$ cat config.mk
export PLATFORM = sky130hd
export DESIGN_NAME = carregador_programa_flat
export DESIGN_NICKNAME = d
export VERILOG_FILES = /design/src/rtl/carregador_programa_if.sv /design/src/rtl/carregador_programa.sv /design/src/flat_wrapper.sv
export SDC_FILE = /design/constraint.sdc
export NUM_CORES = 1
export LEC_CHECK = 0
export CAP_MARGIN = 10
export CORE_MARGIN = 2
export CORE_UTILIZATION = 30
export CTS_CLUSTER_DIAMETER = 150
export DETAILED_ROUTE_END_ITERATION = 12
export GPL_ROUTABILITY_DRIVEN = 0
export MAX_ROUTING_LAYER = met4
export PLACE_DENSITY = 0.53
export SYNTH_ARGS = -nofsm -noshare
export SYNTH_HDL_FRONTEND = slang
export SYNTH_SLANG_ARGS = --single-unit
$ cat constraint.sdc
create_clock -name clock -period 5.3 [get_ports clock]
set_clock_uncertainty 0.15 [all_clocks]
set_input_delay 1.325 -clock clock [delete_from_list [all_inputs] [get_ports clock]]
set_output_delay 1.325 -clock clock [all_outputs]
set_load 0.03 [all_outputs]
$ cat src/rtl/carregador_programa_if.sv
`timescale 1ns/1ps
// Program-loader bus: byte stream in, memory write port and status out.
interface carregador_programa_if;
  logic        start;
  logic [7:0]  byte_in;
  logic        byte_valid;
  logic        byte_ready;
  logic [31:0] dado;
  logic [9:0]  endereco;
  logic        write;
  logic        busy;
  logic        done;
  logic        erro;
  logic [15:0] contagem;

  modport master (
    output start, byte_in, byte_valid,
    input  byte_ready, dado, endereco, write, busy, done, erro, contagem
  );

  modport slave (
    input  start, byte_in, byte_valid,
    output byte_ready, dado, endereco, write, busy, done, erro, contagem
  );
endinterface

$ cat src/rtl/carregador_programa.sv
`timescale 1ns/1ps
// Loads a counted, checksummed byte stream into word memory; one write cycle per
// word, issued the cycle after its 4th byte, during which byte_ready drops.
module carregador_programa #(
  parameter int MEM_WORDS = 128,
  parameter int BASE_ADDR = 0
) (
  input logic                  clock,
  input logic                  reset,
  carregador_programa_if.slave bus
);

  typedef enum logic [2:0] {
    OCIOSO, CAB_H, CAB_L, DADOS, ESCREVE, CHECK, FIM, ERRO
  } estado_t;

  localparam logic [15:0] MAX_N = 16'(MEM_WORDS);
  localparam logic [9:0]  BASE  = 10'(BASE_ADDR);

  estado_t     state_q, state_d;
  logic [15:0] n_q;
  logic [15:0] idx_q;
  logic [23:0] word_q;
  logic [1:0]  nbyte_q;
  logic [7:0]  chk_q;
  logic [31:0] dado_q;
  logic [9:0]  end_q;
  logic        ready_q, write_q, busy_q, done_q, erro_q;
  logic        xfer;
  logic [15:0] n_full;

  assign xfer   = bus.byte_valid & ready_q;
  assign n_full = {n_q[15:8], bus.byte_in};

  always_comb begin
    state_d = state_q;
    case (state_q)
      OCIOSO, FIM, ERRO: if (bus.start) state_d = CAB_H;
      CAB_H:   if (xfer) state_d = CAB_L;
      CAB_L:   if (xfer) state_d = (n_full != 16'd0 && n_full <= MAX_N) ? DADOS : ERRO;
      DADOS:   if (xfer && nbyte_q == 2'd3) state_d = ESCREVE;
      ESCREVE: state_d = (idx_q + 16'd1 == n_q) ? CHECK : DADOS;
      CHECK:   if (xfer) state_d = (bus.byte_in == chk_q) ? FIM : ERRO;
      default: state_d = OCIOSO;
    endcase
  end

  // Status flags are registered from the next state so they align with state_q.
  always_ff @(posedge clock or posedge reset) begin
    if (reset) begin
      state_q <= OCIOSO;
      n_q     <= '0;
      idx_q   <= '0;
      word_q  <= '0;
      nbyte_q <= '0;
      chk_q   <= '0;
      dado_q  <= '0;
      end_q   <= '0;
      ready_q <= 1'b0;
      write_q <= 1'b0;
      busy_q  <= 1'b0;
      done_q  <= 1'b0;
      erro_q  <= 1'b0;
    end else begin
      state_q <= state_d;
      ready_q <= (state_d inside {CAB_H, CAB_L, DADOS, CHECK});
      busy_q  <= (state_d inside {CAB_H, CAB_L, DADOS, ESCREVE, CHECK});
      write_q <= (state_d == ESCREVE);
      done_q  <= (state_d == FIM);
      erro_q  <= (state_d == ERRO);
      case (state_q)
        OCIOSO, FIM, ERRO: begin
          if (bus.start) begin
            idx_q   <= '0;
            chk_q   <= '0;
            nbyte_q <= '0;
            word_q  <= '0;
          end
        end
        CAB_H: if (xfer) n_q[15:8] <= bus.byte_in;
        CAB_L: if (xfer) n_q[7:0]  <= bus.byte_in;
        DADOS: begin
          if (xfer) begin
            word_q  <= {word_q[15:0], bus.byte_in};
            chk_q   <= chk_q ^ bus.byte_in;
            nbyte_q <= nbyte_q + 2'd1;
            if (nbyte_q == 2'd3) begin
              dado_q <= {word_q, bus.byte_in};
              end_q  <= BASE + idx_q[9:0];
            end
          end
        end
        ESCREVE: idx_q <= idx_q + 16'd1;
        default: ;
      endcase
    end
  end

  assign bus.byte_ready = ready_q;
  assign bus.dado       = dado_q;
  assign bus.endereco   = end_q;
  assign bus.write      = write_q;
  assign bus.busy       = busy_q;
  assign bus.done       = done_q;
  assign bus.erro       = erro_q;
  assign bus.contagem   = idx_q;

endmodule

$ cat src/flat_wrapper.sv
// flat-port wrapper written by rule: the top's interface ports become plain ports
module carregador_programa_flat 
#(
  parameter int MEM_WORDS = 128,
  parameter int BASE_ADDR = 0
)
  (clock, reset, bus_start, bus_byte_in, bus_byte_valid, bus_byte_ready, bus_dado, bus_endereco, bus_write, bus_busy, bus_done, bus_erro, bus_contagem);
  carregador_programa_if bus_i ();
  input logic clock;
  input logic reset;
  input wire logic [$bits(bus_i.start)-1:0] bus_start;
  input wire logic [$bits(bus_i.byte_in)-1:0] bus_byte_in;
  input wire logic [$bits(bus_i.byte_valid)-1:0] bus_byte_valid;
  output wire logic [$bits(bus_i.byte_ready)-1:0] bus_byte_ready;
  output wire logic [$bits(bus_i.dado)-1:0] bus_dado;
  output wire logic [$bits(bus_i.endereco)-1:0] bus_endereco;
  output wire logic [$bits(bus_i.write)-1:0] bus_write;
  output wire logic [$bits(bus_i.busy)-1:0] bus_busy;
  output wire logic [$bits(bus_i.done)-1:0] bus_done;
  output wire logic [$bits(bus_i.erro)-1:0] bus_erro;
  output wire logic [$bits(bus_i.contagem)-1:0] bus_contagem;
  assign bus_i.start = bus_start;
  assign bus_i.byte_in = bus_byte_in;
  assign bus_i.byte_valid = bus_byte_valid;
  assign bus_byte_ready = bus_i.byte_ready;
  assign bus_dado = bus_i.dado;
  assign bus_endereco = bus_i.endereco;
  assign bus_write = bus_i.write;
  assign bus_busy = bus_i.busy;
  assign bus_done = bus_i.done;
  assign bus_erro = bus_i.erro;
  assign bus_contagem = bus_i.contagem;
  carregador_programa #(.MEM_WORDS(MEM_WORDS), .BASE_ADDR(BASE_ADDR)) u_core (.clock(clock), .reset(reset), .bus(bus_i));
endmodule
==> metrics, run 1 <==
leakage=3.024 nW; prevailing post-synth register cell=dfrtp_1; largest area contributor in the netlist=dfrtp_1; Tmin final=3.719 ns; Hold Buf Count CTS=0; Die X=between 100 and 150 um; PostCTS Resize Cnt=0; Max Slew Vio Count=0; Row Count=49; number of synthesized register bits=116; switching portion of total power=between 30% and 40%; htree depth=4; Final Hold Fails=0; clk slew on worst S/H paths=roughly 0.060 ns; clock tree root driver cell=clkbuf_16; die span in y=138.3 um; Total Nets Final=about 550; share of cells above drive strength 1=20.47%; vias in the first global route=3,942; initial antenna violation count=0; Reg power frac=36.1%; Clk Latency, worst-skew pair=0.41 ns; CP peak stage delay=approximately 0.72 ns; syn avg cell area=approximately 12 um^2; crit start category=input port; Final ANT Viol Nets=0; Seq/Total Area, Yosys=53.63%; Top delay family on crit path=buffers and inverters; critical path cell sequence=clkdlybuf4s50_1 > nand3_1 > nor2_1 > buf_4 > nand2_1 > inv_2 > a311oi_2 > nand4_1 > o21ai_0; critical path class=input port to flop; core area=0.01784 mm^2; slew margin rel.=35.18%; # DRC=0; Setup violations, final=0; Synth cell types=66; Final Cycle Share=70.17%; Synth area leaders=dfrtp_1 54%, mux2_2 12%, o21ai_0 4.4%; R2R setup slack=2.39 ns; Total GRT Usage=14.34%; CTS buffer count=17; total detailed-routing wirelength=12.76 mm; Buf/Inv on CP=3; first-pass GRT wire length=21.16 mm; Comb pwr share=between 30% and 40%; Clock Power Share=29.6%; RSZ-0062 raised after global routing=false; number of max-cap violations=0; Worst Hold Class=flop to flop; status=complete, no violations; CTS tree=built; Synthesized Nets=483; Via density=4.924; mapped cell area=0.005413 mm^2; area share of the largest cell type after synthesis=between 50% and 60%; highest clock rate=roughly 270 MHz; Ports=75; IO buf count=74; CP Max Fanout=43; setup TNS=0 ns; maximum vdd ir drop=0.0003038 V; Slowest-stage cell, CP=inv_2; fill cell count=1,674; Power Dens Cells=595.1 mW/mm^2; non-filler instance count after layout=781; Worst-Margin Slew=roughly 0.97 ns; DIE AREA=0.01913 mm^2; Iteration-0 DRC Markers=248; via count=roughly 3,800; WP data required=5.45 ns; number of synthesis warnings=0; number of diodes=0; critical path arrival=3.86 ns; post-CTS setup buffer count=0; dpl hpwl=8.472 mm; Final Util=39.11%; dpl cells=748; number of flops mapped to enable cells by yosys=0; CTS Sinks=around 120; Initial Utilization=30.34%; Psw=1.454 mW; asr flop ratio synth=100.0%; largest net degree at the start of global routing=75; top cells by count, synth=116 x dfrtp_1, 58 x mux2_2, 51 x nand2_1; P_int=between 2 and 3 mW; Longest Clk Path Bufs=2; crit path capture type=flop; top-count cell post-synth=dfrtp_1; area grow syn2layout=28.90%; overflow left after global routing=0; cells after synthesis=roughly 470; Avg WL per Cell=between 15 and 20 um; Pre-Repair DR Iteration Count=4
[registers in the layout (all words and copies together), names as in the netlist, 2 cells and up]
name,count
u_core.state_q,3
u_core.bus.dado,32
u_core.bus.contagem,16
u_core.word_q,24
u_core.bus.endereco,10
u_core.n_q,16
u_core.chk_q,8
u_core.nbyte_q,2
[kinds of logic after synthesis]
kind of cell / count (synthesis) / share of synthesized area, %
multiplexers: 59 / 12.25
flip-flops: 116 / 53.63
AND/OR/NAND/NOR: 135 / 13.41
buffers and inverters: 31 / 3.352
AO/OA/AOI/OAI: 99 / 12.27
adder cells (fa/ha/maj): 2 / 0.4622
XOR/XNOR: 27 / 4.623
[placed cells by master, fill, tap and decap left out, types with 3 or more instances in the layout]
master | Yosys | routed
xor2_1 | 16 | 16
nor3b_1 | 3 | 3
nor2b_1 | 6 | 6
clkinvlp_4 | 0 | 3
dfrtp_1 | 116 | 116
nor3_1 | 11 | 11
nand3_1 | 8 | 8
inv_6 | 0 | 4
xnor2_1 | 10 | 10
o21a_1 | 4 | 4
a31oi_1 | 4 | 4
mux2_2 | 58 | 58
a22o_1 | 17 | 17
clkdlybuf4s50_1 | 0 | 74
o31ai_1 | 4 | 4
a21oi_1 | 3 | 3
o21ai_0 | 48 | 48
nor4_1 | 5 | 5
nand2_1 | 51 | 51
clkbuf_16 | 0 | 17
nor2_1 | 23 | 23
and3_1 | 3 | 3
bufinv_16 | 0 | 4
[worst register-to-register path: stages, from the launching register on]
cell,delay (ns)
dfrtp_1,0.54
ha_1,0.31
nand3_1,0.36
nor2_1,0.33
xnor2_1,0.12
or4_1,0.57
nor4_2,0.29
o21ai_0,0.12
[power groups by stage]
stage          Combinational [mW]  Clock (mW)  Sequential [mW]
2_1_floorplan               0.691           0             1.72
5_1_grt                      1.55        1.30             1.55
4_1_cts                      1.42        1.26             1.51
3_3_place_gp                 1.38           0             1.51
6_report                     1.42        1.23             1.50
3_5_place_dp                 1.41           0             1.52
[worst paths after layout]
| path | start | to | cells past startpoint |
|---|---|---|---|
| max in group asynchronous | reset | u_core.bus.dado[28] | 3 |
| min reg2reg | u_core.word_q[20] | u_core.word_q[20] | 1 |
| min in group asynchronous | reset | u_core.bus.write | 2 |
| max reg2reg | u_core.bus.contagem[0] | u_core.state_q[1] | 7 |
| max | bus_byte_valid | u_core.bus.byte_ready | 9 |
| min | u_core.word_q[20] | u_core.word_q[20] | 1 |
[area by class of cell]
| cell class | count | area, um^2 | share of cell area, % |
|---|---|---|---|
| clock buffer | 19 | 442.9 | 6.349 |
| clock inverter | 13 | 195.2 | 2.798 |
| inverter | 4 | 17.52 | 0.2511 |
| multi-input combinational | 322 | 2328 | 33.38 |
| sequential | 116 | 2903 | 41.61 |
| tap | 229 | 286.5 | 4.107 |
| timing repair buffer | 78 | 803.3 | 11.51 |
[layer usage]
metal,vias up,track usage (%),wire (um)
met5,-,-,0
met4,0,4.565,112
met3,10,3.949,406
met2,84,21.52,6036
met1,1915,18.91,6202
li1,1837,-,-
[per-stage QoR]
| step | power (mW) | setup slack, ns | hold WS, ns | cell area (um^2) |
|---|---|---|---|---|
| final | 4.152 | 1.581 | 0.3492 | 6977 |
| after global routing | 4.394 | 1.350 | 0.3734 | 6977 |
| after detailed placement | 2.928 | 1.109 | 0.3278 | 6311 |
| after global placement | 2.892 | 1.247 | 0.3285 | 6311 |
| after floorplan | 2.406 | 0.7526 | 0.2944 | 5413 |
| after CTS | 4.178 | 1.548 | 0.3570 | 6949 |
(Power assumes the default switching activity.)
==> run 2, diff against run 1 <==
Settings changed: PLACE_DENSITY 0.53 to 0.55.
Clock period 5.3 ns to 3.4 ns, I/O delays scaled along.
==> metrics, run 2 (synthesis gave the netlist of run 1 again) <==
largest net degree at the start of global routing=59 (was 75); non-filler instance count after layout=791 (was 781); Slowest-stage cell, CP=or4_1 (was inv_2); highest clock rate=348.6 MHz; WP data required=3.51 ns (was 5.45 ns); CTS tree=built (unchanged); dpl hpwl=8.671 mm (was 8.472 mm); overflow left after global routing=0 (unchanged); total detailed-routing wirelength=12.60 mm (was 12.76 mm); Final Hold Fails=0 (unchanged); CP peak stage delay=0.54 ns (was 0.72 ns); number of diodes=0 (unchanged); most common cell after layout, fill and taps aside=dfrtp_1 (unchanged); number of max-cap violations=0 (unchanged); clk slew on worst S/H paths=0.05 ns (was 0.06 ns); Row Count=49 (unchanged); slew margin rel.=56.36% (was 35.18%); Die X=138.3 um (unchanged); critical path class=flop to flop (was input port to flop); Via density=4.981 (was 4.924); fill cell count=1,699 (was 1,674); max reg flops=32 (unchanged); Total Nets Final=564 (was 553); Hold Buf Count CTS=0 (unchanged); commonest cells after routing, fill and taps aside=116 x dfrtp_1, 74 x clkdlybuf4s50_1, 58 x mux2_2 (unchanged); worst slack at placement=0.3545 ns (was 1.109 ns); Avg WL per Cell=15.92 um (was 16.33 um); Setup violations, final=0 (unchanged); leakage=3.069 nW (was 3.024 nW); IO buf count=74 (unchanged); Worst-Margin Slew=0.6531 ns (was 0.9724 ns); status=complete, no violations (unchanged); initial antenna violation count=0 (unchanged); CTS buffer count=17 (unchanged); post-CTS setup buffer count=0 (unchanged); Initial Utilization=30.34% (unchanged); area grow syn2layout=30.07% (was 28.90%); maximum vdd ir drop=0.0003902 V (was 0.0003038 V); CP Max Fanout=12 (was 43); share of cells above drive strength 1=21.89% (was 20.47%); Worst Hold Class=flop to flop (unchanged); die span in y=138.3 um (unchanged); first-pass GRT wire length=21.56 mm (was 21.16 mm); Tmin final=~2.9 ns; core area=0.01784 mm^2 (unchanged); Ports=75 (unchanged); Total GRT Usage=14.55% (was 14.34%); crit path capture type=flop (unchanged); Max Slew Vio Count=0 (unchanged); sequential cell area=0.002903 mm^2 (unchanged); critical path cell sequence=ha_1 > nand3_1 > nor2_1 > xnor2_1 > or4_1 > nor4_2 > o21ai_0 (was clkdlybuf4s50_1 > nand3_1 > nor2_1 > buf_4 > nand2_1 > inv_2 > a311oi_2 > nand4_1 > o21ai_0); worst hold slack=0.3419 ns (was 0.3492 ns); Pre-Repair DR Iteration Count=4 (unchanged); Iteration-0 DRC Markers=175 (was 248); crit start category=flop (was input port); # DRC=0 (unchanged); Clk Latency, worst-skew pair=0.41 ns (about the same); via count=3,940 (was 3,846); RSZ-0062 raised after global routing=false (unchanged); Power Dens Cells=902.4 mW/mm^2 (was 595.1 mW/mm^2); Final Cycle Share=84.38%; PostCTS Resize Cnt=0 (unchanged); htree depth=4 (unchanged); critical path arrival=2.98 ns (was 3.86 ns); setup TNS=0 ns (unchanged); post-route setup slack=0.5311 ns (was 1.581 ns); Final ANT Viol Nets=0 (unchanged); CTS Sinks=116 (unchanged); Longest Clk Path Bufs=2 (unchanged); DIE AREA=0.01913 mm^2 (unchanged); vias in the first global route=4,081 (was 3,942); area occupied by multi-input gates=0.002328 mm^2 (unchanged); clock tree root driver cell=clkbuf_16 (unchanged); dpl cells=760 (was 748)
## run 2: cell count changes in the layout (fill, tap and decap cells not counted)
cell	before	now
clkbuf_8	1	3
inv_6	4	0
buf_16	1	0
buf_12	1	4
clkinv_4	2	0
buf_4	2	11
inv_4	1	0
clkinv_2	0	5
bufinv_16	4	3
## run 2: through the flow
stage | instance area (um^2) | utilization [%] | power [mW]
after global placement | 6440 | 36.10 | 4.537
after global routing | 7041 | 39.46 | 6.742
final | 7041 | 39.46 | 6.354
after CTS | 7041 | 39.46 | 6.436
after detailed placement | 6440 | 36.10 | 4.591
after floorplan | 5416 | - | 3.752
## run 2: worst paths after layout
path / startpoint / end / slack [ns] / depth (start not counted)
min reg2reg: u_core.bus.endereco[7] / u_core.bus.endereco[7] / 0.34 / 2
min in group asynchronous: reset / u_core.word_q[23] / 0.55 / 2
max reg2reg: u_core.bus.contagem[1] / u_core.state_q[1] / 0.53 / 7
max: u_core.bus.contagem[1] / u_core.state_q[1] / 0.53 / 7
min: u_core.bus.endereco[7] / u_core.bus.endereco[7] / 0.34 / 2
max in group asynchronous: reset / u_core.bus.contagem[7] / 2.00 / 3
## run 2: area by class of cell
| class | instances | share of cell area (%) |
|---|---|---|
| multi-input combinational | 322 | 33.07 |
| clock buffer | 21 | 6.682 |
| timing repair buffer | 89 | 12.83 |
| tap | 229 | 4.070 |
| inverter | 4 | 0.2666 |
| clock inverter | 10 | 1.848 |
| sequential | 116 | 41.23 |
## run 2: power by group
part / total (mW) / internal [mW] / leakage, nW / switching [mW]
clock: 1.81 / 1.20 / 0.294 / 0.611
sequential: 2.34 / 1.90 / 1.52 / 0.441
combinational: 2.21 / 1.05 / 1.25 / 1.16
## run 2: worst max-delay path: cells and delay by family, from the launching register on
family / cells / cell delay [ns]
AND/OR/NAND/NOR: 4 / 1.51
flip-flops: 1 / 0.51
adder cells (fa/ha/maj): 1 / 0.31
XOR/XNOR: 1 / 0.12
AO/OA/AOI/OAI: 1 / 0.12
## run 2: metal layers
metal / share of wire (%) / routed length, um / track usage (%) / vias to the layer above
met5: 0 / 0 / - / -
met4: 1.2 / 150 / 5.156 / 0
met3: 3.3 / 412 / 3.291 / 12
met2: 48 / 6101 / 22.77 / 76
met1: 47 / 5931 / 18.63 / 1991
li1: - / - / - / 1861
==> RTL change, RTL diff (settings of run 2) <==
Make the reset (`reset`) synchronous in one clocked block.
--- a/src/rtl/carregador_programa.sv
+++ b/src/rtl/carregador_programa.sv
@@ -46,7 +46,7 @@
   end
 
   // Status flags are registered from the next state so they align with state_q.
-  always_ff @(posedge clock or posedge reset) begin
+  always_ff @(posedge clock) begin
     if (reset) begin
       state_q <= OCIOSO;
       n_q     <= '0;
Formal check against the unedited RTL: differs if reset is asserted again (counterexample within 4 cycles, from zero or initial values and one cycle with reset high); with reset held inactive, the same outputs for 4 cycles.
==> RTL change against run 2 <==
Sequential cell count did not move. Global-route usage is 2.1 points higher. Synthesized cell count increased by 37%. Maximum frequency is 1.4% lower. Die area decreased by 4.8%. Utilization up 0.52 points. Via count up 21%. Worst setup slack worse by 0.042 ns. Cell area shrank 5.2%. Synthesized area shrank 4.9%. Worst hold slack worse by 0.041 ns. Wire length rose by 14%. Critical path type unchanged. Critical endpoint is now u_core.bus.byte_ready. Highest routed layer unchanged.
Power is not compared: it rests on default switching activity, and its combinational part moved more than twofold at a synthesized area within 25%.
==> RTL change: results (changes against run 2) <==
Resize count post-CTS=0 (unchanged); largest net degree at the start of global routing=61 (was 59); worst stage delay on the critical path=0.63 ns (was 0.54 ns); clk_lat worst skew=0.42 ns; Static Leak=~2.4 nW; top post-synthesis cells by area=dfxtp_1, nand2_1, a21oi_1, nor2_1, mux2i_1 (was dfrtp_1, mux2_2, o21ai_0, nand2_1, a22o_1); YS warnings=0 (unchanged); CTS max path bufs=2 (unchanged); Post-synth ARST share=0% (was 100%); max FFs per register=32 (unchanged); initial antenna violation count=0 (unchanged); status=complete, no violations (unchanged); cts bufs inserted=17 (unchanged); vias in the first global route=4,451 (was 4,081); port bufs=74 (unchanged); Place WS=0.177 ns (was 0.355 ns); Syn Inst Count=643 (was 469); crit path max fanout=9 (was 12); worst-margin pin slew=0.676 ns (was 0.653 ns); most frequent cells after synthesis=nand2_1, dfxtp_1, a21oi_1 (was dfrtp_1, mux2_2, nand2_1); Via Count=4,773 (was 3,940); sequential share of the synthesized area=45.1% (was 53.6%); Placed Cells=902 (was 760); slowest stage cell, crit path=nor4_1 (was or4_1); DRT Wirelength=14.4 mm (was 12.6 mm); CTS root buf=clkbuf_16 (unchanged); first-pass GRT wire length=22.9 mm (was 21.6 mm); Internal Pwr Total=between 2 and 3 mW; maximum vdd drop=between 0.0004 and 0.0005 V; detailed placer's ending HPWL=10.1 mm (was 8.67 mm); Most used DFF post-synth=dfxtp_1 (was dfrtp_1); Distinct cells, synth=49 (was 66); Setup Buffers After CTS=0 (unchanged); ANT cells=0 (unchanged); Finished Layout Cells=934 (was 791); Initial DRC Count=397 (was 175); min-delay worst type=flip-flop to flip-flop (unchanged); fraction of layout cells with a size suffix above 1=8.40% (was 21.9%); htree depth=4 (unchanged); drt first pass iters=5 (was 4); fin nets=715 (was 564); Global Route Usage Sum=16.7% (was 14.5%); CTS clk-pin slew, worst paths=0.05 ns (about the same); crit path DAT=3.07 ns (was 2.98 ns); Synth Net Count=657 (was 483)
RTL change: cell types whose count changed after synthesis, moves of 17 or more:
cell      before  now
nand3_1        8   25
clkbuf_1      11   42
mux2_2        58    0
nand2_1       51  122
a21oi_1        3   88
mux2i_1        1   18
nor2_1        23   62
o21ai_0       48   20
dfxtp_1        0  116
dfrtp_1      116    0
RTL change: cell families after synthesis:
kind of cell / Yosys count / share of synthesized area, %
buffers and inverters: 59 / 4.84
flip-flops: 116 / 45.1
multiplexers: 19 / 3.79
AO/OA/AOI/OAI: 137 / 14.8
adder cells (fa/ha/maj): 2 / 0.486
AND/OR/NAND/NOR: 278 / 25.3
XOR/XNOR: 32 / 5.59
RTL change: worst paths after layout:
| path | end | slack [ns] | depth (start not counted) | startpoint |
|---|---|---|---|---|
| worst max register to register | u_core.bus.byte_ready | 0.49 | 7 | u_core.bus.contagem[3] |
| worst min register to register | u_core.bus.dado[27] | 0.30 | 2 | u_core.bus.dado[27] |
| worst max-delay path | u_core.bus.byte_ready | 0.49 | 7 | u_core.bus.contagem[3] |
| worst min-delay path | u_core.bus.dado[27] | 0.30 | 2 | u_core.bus.dado[27] |
RTL change: final cells by class:
| cell class | instances | area (um^2) |
|---|---|---|
| clock buffers | 22 | 454 |
| multi-input cells | 468 | 2580 |
| clock inverters | 10 | 131 |
| fillers | 1720 | 10000 |
| well taps | 220 | 275 |
| inverters | 4 | 15.0 |
| repair buffers | 94 | 901 |
| flip-flops and latches | 116 | 2320 |
RTL change: metal layers:
layer	up-vias	global-route usage (%)	share of wire [%]
met3	17	3.90	4.6
li1	2314	-	-
met2	138	24.6	45
met4	0	6.42	1.4
met1	2304	22.2	49
met5	-	-	0
RTL change: metrics by stage:
step / utilization, % / hold slack, ns / cell area (um^2)
2_1_floorplan: - / 0.282 / 5140
3_3_place_gp: 36.5 / 0.292 / 6090
3_5_place_dp: 36.5 / 0.296 / 6090
4_1_cts: 40.0 / 0.303 / 6680
5_1_grt: 40.0 / 0.321 / 6680
6_report: 40.0 / 0.300 / 6680
RTL change: worst max-delay path, delay by kind of cell, from the launching register on:
family / cells / cell delay (ns)
and+or+nand+nor: 4 / 1.43
AOI/OAI and AO/OA: 1 / 0.16
DFF: 1 / 0.52
xor gates and xnor gates: 1 / 0.23
muxes: 1 / 0.31
RTL change: power by group through the flow:
stage / combinational (mW) / sequential, mW / clock, mW
after floorplan: 0.185 / 1.43 / 0
after global placement: 0.270 / 1.43 / 0
after detailed placement: 0.274 / 1.43 / 0
after CTS: 0.276 / 1.40 / 1.81
after global routing: 0.299 / 1.40 / 1.88
final: 0.277 / 1.40 / 1.78
